==> src/rtl/qlf_k6n10_arith_pkg.sv <==
// Shared types and segment-geometry helpers for the
// k6n10 carry-chain arithmetic blocks.
package qlf_k6n10_arith_pkg;

    typedef enum logic [1:0] {
        ST_IDLE = 2'd0,
        ST_RUN  = 2'd1,
        ST_DONE = 2'd2
    } seg_state_t;

    function automatic int calc_nseg(input int w, input int s);
        return (w + s - 1) / s;
    endfunction

    function automatic int calc_lastw(input int w, input int s);
        return ((w % s) == 0) ? s : (w % s);
    endfunction

endpackage

==> src/rtl/qlf_k6n10_seg_adder.sv <==
// One carry-chain segment: sum = a + b + cin, with
// carry out and an all-zero flag on the sum.
module qlf_k6n10_seg_adder #(
    parameter int SEG = 20
) (
    input  logic [SEG-1:0] i_a,
    input  logic [SEG-1:0] i_b,
    input  logic           i_cin,
    output logic [SEG-1:0] o_sum,
    output logic           o_cout,
    output logic           o_zero
);

    assign {o_cout, o_sum} = {1'b0, i_a}
                           + {1'b0, i_b}
                           + {{SEG{1'b0}}, i_cin};

    assign o_zero = ~|o_sum;

endmodule

==> src/rtl/qlf_k6n10_seg_sub.sv <==
// Multi-cycle subtractor: a - b computed one SEG-bit
// segment per cycle through a single reused adder.
module qlf_k6n10_seg_sub
    import qlf_k6n10_arith_pkg::*;
#(
    parameter int WIDTH = 64,
    parameter int SEG   = 20
) (
    input  logic             clk,
    input  logic             reset_n,
    input  logic             in_valid,
    output logic             in_ready,
    input  logic [WIDTH-1:0] a,
    input  logic [WIDTH-1:0] b,
    input  logic             is_signed,
    output logic             out_valid,
    input  logic             out_ready,
    output logic [WIDTH-1:0] y,
    output logic             borrow,
    output logic             eq,
    output logic             lt
);

    localparam int NSEG  = calc_nseg(WIDTH, SEG);
    localparam int LASTW = calc_lastw(WIDTH, SEG);
    localparam int PW    = NSEG * SEG;
    localparam int IW    = $clog2(NSEG + 1);

    seg_state_t r_state;
    seg_state_t w_next;

    logic [PW-1:0]    r_a;
    logic [PW-1:0]    r_nb;
    logic             r_signed;
    logic             r_sa;
    logic             r_sb;
    logic             r_carry;
    logic [IW-1:0]    r_idx;
    logic [WIDTH-1:0] r_y;
    logic             r_borrow;
    logic             r_eq;
    logic             r_lt;

    logic             w_accept;
    logic             w_run;
    logic             w_last;
    logic [SEG-1:0]   w_sum;
    logic             w_cout;
    logic             w_zero;
    logic             w_ovf;

    qlf_k6n10_seg_adder #(
        .SEG(SEG)
    ) u_add (
        .i_a   (r_a[SEG-1:0]),
        .i_b   (r_nb[SEG-1:0]),
        .i_cin (r_carry),
        .o_sum (w_sum),
        .o_cout(w_cout),
        .o_zero(w_zero)
    );

    always_ff @(posedge clk or negedge reset_n) begin
        if (!reset_n) r_state <= ST_IDLE;
        else          r_state <= w_next;
    end

    always_comb begin
        w_next    = r_state;
        in_ready  = 1'b0;
        out_valid = 1'b0;
        w_accept  = 1'b0;
        w_run     = 1'b0;
        w_last    = (r_idx == IW'(NSEG - 1));
        unique case (r_state)
            ST_IDLE: begin
                in_ready = 1'b1;
                if (in_valid) begin
                    w_accept = 1'b1;
                    w_next   = ST_RUN;
                end
            end
            ST_RUN: begin
                w_run = 1'b1;
                if (w_last) w_next = ST_DONE;
            end
            ST_DONE: begin
                out_valid = 1'b1;
                if (out_ready) w_next = ST_IDLE;
            end
            default: w_next = ST_IDLE;
        endcase
    end

    // Signed overflow of the final result, judged on the captured sign bits.
    assign w_ovf = (r_sa != r_sb) && (w_sum[LASTW-1] != r_sa);

    // Operands are padded to whole segments: a with ones, ~b with zeros.
    // The pad then passes the tail carry through unchanged and reads as
    // zero exactly when the real tail bits are zero with carry set.
    always_ff @(posedge clk or negedge reset_n) begin
        if (!reset_n) begin
            r_a      <= '0;
            r_nb     <= '0;
            r_signed <= 1'b0;
            r_sa     <= 1'b0;
            r_sb     <= 1'b0;
            r_carry  <= 1'b1;
            r_idx    <= '0;
            r_y      <= '0;
            r_borrow <= 1'b0;
            r_eq     <= 1'b0;
            r_lt     <= 1'b0;
        end else if (w_accept) begin
            r_a      <= ~PW'(~a);
            r_nb     <= PW'(~b);
            r_signed <= is_signed;
            r_sa     <= a[WIDTH-1];
            r_sb     <= b[WIDTH-1];
            r_carry  <= 1'b1;
            r_idx    <= '0;
            r_eq     <= 1'b1;
        end else if (w_run) begin
            r_a     <= r_a >> SEG;
            r_nb    <= r_nb >> SEG;
            r_carry <= w_cout;
            r_eq    <= r_eq & w_zero;
            if (w_last) begin
                r_y      <= WIDTH'({w_sum, r_y} >> LASTW);
                r_borrow <= ~w_cout;
                r_lt     <= r_signed ? (w_sum[LASTW-1] ^ w_ovf)
                                     : ~w_cout;
                r_idx    <= '0;
            end else begin
                r_y   <= WIDTH'({w_sum, r_y} >> SEG);
                r_idx <= r_idx + 1'b1;
            end
        end
    end

    assign y      = r_y;
    assign borrow = r_borrow;
    assign eq     = r_eq;
    assign lt     = r_lt;

endmodule

==> config.mk <==
export PLATFORM = sky130hd
export DESIGN_NAME = qlf_k6n10_seg_sub
export DESIGN_NICKNAME = d
export VERILOG_FILES = /design/src/rtl/qlf_k6n10_arith_pkg.sv /design/src/rtl/qlf_k6n10_seg_adder.sv /design/src/rtl/qlf_k6n10_seg_sub.sv
export SDC_FILE = /design/constraint.sdc
export NUM_CORES = 1
export LEC_CHECK = 0
export BUFFER_PORTS_ARGS = -buffer_cell sky130_fd_sc_hd__buf_4
export CORE_UTILIZATION = 40
export CTS_CLUSTER_DIAMETER = 80
export CTS_CLUSTER_SIZE = 10
export DETAILED_ROUTE_END_ITERATION = 10
export PLACE_DENSITY = 0.75
export SETUP_SLACK_MARGIN = 0.2
export SLEW_MARGIN = 25
export SYNTH_ARGS = -nofsm -noshare
export SYNTH_HDL_FRONTEND = slang
export SYNTH_SLANG_ARGS = --single-unit
export TNS_END_PERCENT = 20
==> constraint.sdc <==
create_clock -name clk -period 2.6 [get_ports clk]
set_input_delay 0.13 -clock clk [delete_from_list [all_inputs] [get_ports clk]]
set_output_delay 0.13 -clock clk [all_outputs]
set_load 0.01 [all_outputs]
==> Word level (Yosys, flattened, before mapping) <==
Cells that the tools add are included.
{ "word_totals": {"register_bits": 236, "word_cells": 60} }
{ "classes": {"n_mux": 22, "add_sub_neg": 3, "n_eq_ne": 8, "reduce_logical": 8, "n_bitwise": 7} }
{ "ops": {"columns": ["operator", "count"], "rows": [
  ["$mux W80", 4],
  ["$not A64 Y80", 2],
  ["$not A80 Y80", 1],
  ["$mux W64", 1],
  ["$add A20 B20 Y21", 1],
  ["$add A21 B1 Y21", 1],
  ["$reduce_or A20 Y1", 1],
  ["$mux W1", 10],
  ["$mux W3", 3],
  ["$mux W2", 3],
  ["$ne A2 B2 Y1 const B", 3],
  ["$pmux W2 S3", 1],
  ["$reduce_and A3 Y1", 2],
  ["$add A3 B1 Y3 const B", 1],
  ["$eq A3 B2 Y1 const B", 1],
  ["$eq A2 B1 Y1 const B", 1],
  ["$eq A2 B2 Y1 const B", 1],
  ["$logic_not A2 Y1", 1],
  ["$ne A1 B1 Y1", 2],
  ["$not A1 Y1", 2],
  ["$reduce_and A2 Y1", 1],
  ["$reduce_bool A2 Y1", 1],
  ["$and A1 B1 Y1", 1],
  ["$logic_and A1 B1 Y1", 1],
  ["other kinds (2)", 2]
]} }

==> Longest topological paths before layout <==
{ "logic_depth": {"depth_word": 7, "depth_mapped": 10} }

==> By module <==
A second synthesis with hierarchy kept.
{ "unflattened": {"hier_cells": 1046, "area_unflattened_um2": 9756.9} }
{ "by_module_without_submodules": {"columns": ["module", "n_inst", "area_per_inst_um2", "cells_per_inst"], "rows": [
  ["qlf_k6n10_seg_sub", 1, 8675.8, 900],
  ["qlf_k6n10_seg_adder", 1, 1081.0, 146]
]} }

==> Worst setup path after synthesis <==
Ideal clock, no wire load.
{ "synth_timing": {"kind": "register to register", "start": "register r_a[0]", "end": "register r_y[60], in the netlist y[60]", "stages_incl_launch_ff": 11, "synth_period_minus_slack_ns": 2.751, "path_buffers": 0, "setup_ns": 0.118, "arrival_ns": 2.633, "slack_ns": -0.151, "cell_sequence": "dfrtp_1 -> fa_1 -> fa_1 -> a211oi_1 -> o21bai_1 -> o21ai_0 -> a21boi_0 -> o21ai_0 -> xor2_1 -> a211oi_1 -> a21o_1"} }
{ "synth_between": {"elab_chain_cells": 3} }
{ "synth_rtl": {"columns": ["item", "line", "source"], "rows": [
  ["from (decl)", "qlf_k6n10_seg_sub.sv:32", "logic [PW-1:0] r_a;"],
  ["from (signal assigned)", "qlf_k6n10_seg_sub.sv:115", "r_a <= ~PW'(~a);"],
  ["from (signal assigned)", "qlf_k6n10_seg_sub.sv:124", "r_a <= r_a >> SEG;"],
  ["$add A20 B20 Y21", "qlf_k6n10_seg_adder.sv:15", "+ {1'b0, i_b}"],
  ["$add A21 B1 Y21", "qlf_k6n10_seg_adder.sv:16", "+ {{SEG{1'b0}}, i_cin};"],
  ["$mux W64", "qlf_k6n10_seg_sub.sv:128", "if (w_last) begin"],
  ["to (signal assigned)", "qlf_k6n10_seg_sub.sv:129", "r_y <= WIDTH'({w_sum, r_y} >> LASTW);"],
  ["to (signal assigned)", "qlf_k6n10_seg_sub.sv:135", "r_y <= WIDTH'({w_sum, r_y} >> SEG);"],
  ["to (decl)", "qlf_k6n10_seg_sub.sv:39", "logic [WIDTH-1:0] r_y;"]
]} }
Every way passes these cells.
A chain may end at the register's enable or synchronous reset.

==> Final worst setup path <==
{ "layout_timing": {"start": "register r_nb[0]", "end": "register r_lt, in the netlist lt"} }
{ "layout_between": {"elab_chain_cells": 6, "word_cells_on_any_way": 7, "classes_between": "2 x add/sub; 1 x eq/ne; 1 x mux; 2 x bitwise; 1 x reduce/logical"} }
{ "layout_rtl": {"columns": ["item", "line", "source"], "rows": [
  ["from (decl)", "qlf_k6n10_seg_sub.sv:33", "logic [PW-1:0] r_nb;"],
  ["from (signal assigned)", "qlf_k6n10_seg_sub.sv:116", "r_nb <= PW'(~b);"],
  ["from (signal assigned)", "qlf_k6n10_seg_sub.sv:125", "r_nb <= r_nb >> SEG;"],
  ["$add A20 B20 Y21 *", "qlf_k6n10_seg_adder.sv:15", null],
  ["$add A21 B1 Y21 *", "qlf_k6n10_seg_adder.sv:16", null],
  ["$ne A1 B1 Y1", "qlf_k6n10_seg_sub.sv:96", "assign w_ovf = (r_sa != r_sb) && (w_sum[LASTW-1] != r_sa);"],
  ["$logic_and A1 B1 Y1", "qlf_k6n10_seg_sub.sv:96", null],
  ["$xor A1 B1 Y1", "qlf_k6n10_seg_sub.sv:131", "r_lt <= r_signed ? (w_sum[LASTW-1] ^ w_ovf)"],
  ["$mux W1 *", "qlf_k6n10_seg_sub.sv:131", null],
  ["to (signal assigned)", "qlf_k6n10_seg_sub.sv:131", null],
  ["to (decl)", "qlf_k6n10_seg_sub.sv:42", "logic r_lt;"]
]} }
Every way passes the cells marked *; elsewhere a longest branch is shown, timed or not.

==> metrics.md <==
| Metric | Value |
|---|---|
| Run status | complete, but fails checks |
| Violated checks | negative setup slack |
| Drt drc | 0 |
| Die height | 158 um |
| Avg Synthesized Cell Area | ~9.1 sq um |
| Routed Wire Length | ~30000 um |
| Final std cells w/o fill | between 1500 and 2000 |
| Pleak | 0.00653 uW |
| Worst-Skew Late Latency | 0.51 ns |
| Seq. cell area | 0.00513 sq mm |
| Top FF cell, synth | dfrtp_1 |
| Share of post-route cells with drive strength above 1 | 21.8% |
| Cell Area, Placed | 0.0118 sq mm |
| DP HPWL | 19400 um |
| Gr ovfl total | 0 |
| DIE AREA | 0.0249 sq mm |
| Post-synth ARST share | 100% |
| Peak supply drop | 817 uV |
| Number of global-route vias before repair | 9375 |
| Max transition margin | approximately half |
| Crit path DAT | ~3.1 ns |
| Mapped cell area | around 0.0097 sq mm |
| Top cell type by total area after synthesis | dfrtp_1 |
| Antenna fix cells | 0 |
| Setup slack after layout | -0.102 ns |
| Multi-input logic area | 0.00441 sq mm |
| Max-slew violations | 0 |
| DR vias/cell | 5.45 |
| Top-area cell type share of the netlist area | between 50% and 60% |
| Nets | ~1500 |
| Num CTS Buffers | 24 |
| Worst path required time | between 3 and 4 ns |
| Hold Path Class | primary input to register |
| Sequential share of the synthesized area | a little over half |
| I/O pin total | 202 |
| Crit start category | register |
| Via count | 9375 |
| Placed Cells incl. Taps | around 1600 |
| Register bit total from synthesis | 205 |
| Initial cell density of the core | 41.1% |
| Setup Skew | 0.00856 ns |
| Row cnt | 56 |
| Largest net degree at the start of global routing | 112 |
| Syn Nets | 1225 |
| H-tree levels | 1 |
| Drt wl/cell | approximately 18 um |
| Setup CP Type | register to register |
| 1st-iter DRT viols | 696 |
| Pwr dens | 1380 mW/mm^2 |
| DIE WIDTH | 158 um |
| Most frequent cells in the layout | nand2_1 (287), buf_4 (240), dfrtp_1 (204) |
| First-pass GRT wire length | 48600 um |
| Top cells by area, synth | dfrtp_1 (53%), nand2_1 (11%), nor2_1 (4.9%) |
| DR pass1 iterations | 8 |
| RSZ-0062 raised after global routing | yes |
| Most common cell after layout, fill and taps aside | nand2_1 |
| Design Area, Final | 0.0139 sq mm |
| Routed Antenna Nets | 0 |
| Initial antenna violation count | 0 |
| Tmin final | around 2.7 ns |
| Fmax | 0.370 GHz |
| Port Buffers | 201 |
| Clock transition at path regs | 0.06 ns |
| Worst Path Max Fanout | 3 |
| Slew @ Worst Pin | around 0.73 ns |
| Syn Inst Count | 1070 |
| Total track usage | 24.8% |
| Yosys warns | 0 |
| Filler cells | 1922 |
| Final Hold Fails | 0 |
| CTS Root Cell | clkbuf_16 |
| Final Util | between 50% and 60% |
| Synth cell types | 50 |
| CTS sink cnt | slightly above 200 |
| Final setup viols | 8 |
| Layout area overhead | 42.9% |
| EDFF count, synth | 0 |
| Nature of the critical path endpoint | register |
| CORE AREA | 0.0236 sq mm |
| Tcrit/Tclk final | 104% |
| TritonCTS clock tree | yes |
| Clk buf depth | 3 |
| Maxcap violations | 0 |
| Routability cong. | around 0.88 |
==> cell usage after synthesis (7+ instances only) <==
cell	count
nor2_1	126
nor3_1	10
dfrtp_1	204
o21ai_0	48
a22oi_1	44
a31oi_1	52
clkbuf_1	73
xnor2_1	7
inv_1	7
a21o_1	11
o211ai_1	17
ha_1	20
nand3_1	12
nor2b_1	8
a221o_1	45
nand2_1	288
a21oi_1	31
==> per-layer routing <==
| layer | share of wire, % | GRT usage (%) | up-vias |
|---|---|---|---|
| met5 | 0 | 0 | - |
| met4 | 3.3 | 9.11 | 0 |
| met3 | 5.7 | 3.67 | 70 |
| met2 | 49 | 42.1 | 365 |
| met1 | 42 | 32.0 | 4537 |
| li1 | - | - | 4403 |
==> registers in the layout (all words and copies together) (netlist names) <==
name / cells
r_sa: 1
r_sb: 1
eq: 1
borrow: 1
r_nb: 65
r_carry: 1
y: 64
lt: 1
r_state: 2
r_idx: 3
r_signed: 1
r_a: 64
==> cell type report <==
cell class	instances	area share, %
tap	319	2.88
multi-input combinational	780	31.8
timing repair buffer	375	23.3
clock inverter	1	0.0541
inverter	7	0.189
clock buffer	34	4.75
sequential	205	37.0
==> power breakdown <==
group	internal [uW]	total [uW]	leakage (uW)	switching, uW
clock network	1730	2980	0.000319	1250
logic	4510	10200	0.00369	5670
registers	4740	6020	0.00252	1290
total	11000	19200	0.00653	8200
==> final timing paths <==
path | slack (ns) | from | endpoint | cells after the start
worst min-delay path | 0.01 | b[7] | r_nb[7] | 3
worst min register to register | 0.47 | r_a[37] | r_a[37] | 2
worst max-delay path | -0.10 | r_nb[0] | lt | 10
min in group asynchronous | 0.24 | reset_n | y[8] | 2
max in group asynchronous | 1.52 | reset_n | r_nb[12] | 3
worst max register to register | -0.10 | r_nb[0] | lt | 10
==> worst max-delay path, stage by stage (launching register included) <==
cell	delay (ns)
dfrtp_1	0.41
fa_2	0.39
fa_2	0.38
a211oi_2	0.24
o21bai_1	0.13
o21ai_2	0.22
a21oi_1	0.13
or3_4	0.38
a21oi_4	0.15
o2111ai_1	0.11
nand2_1	0.09
==> metrics by stage <==
stage / hold WS [ns] / setup TNS, ns / setup WS [ns] / power (uW)
6_report: 0.0109 / -0.453 / -0.102 / 19200
5_1_grt: 0.00208 / -2.05 / -0.264 / 20600
4_1_cts: 0.00000716 / -0.735 / -0.134 / 18900
3_5_place_dp: 0.216 / -0.923 / -0.198 / 15600
3_3_place_gp: 0.217 / -0.458 / -0.141 / 15400
2_1_floorplan: -0.166 / 0 / 0.142 / 11800
==> kinds of logic after synthesis <==
family,count (synthesis),synth area share [%]
AND/OR/NAND/NOR,463,18.9
AO/OA/AOI/OAI,281,20.6
flip-flops,205,52.9
buffers and inverters,85,3.33
adder cells (fa/ha/maj),22,2.99
XOR/XNOR,12,1.08
multiplexers,2,0.206
==> repair_timing <==
item	CTS	global route
endpoints found under the setup margin	16	19
hold endpoints to repair	219	0
buffers inserted	3	2
resized for setup	13	3
hold buffers	126	0
pin swaps	17	6
Power figures use the tool's default switching activity.
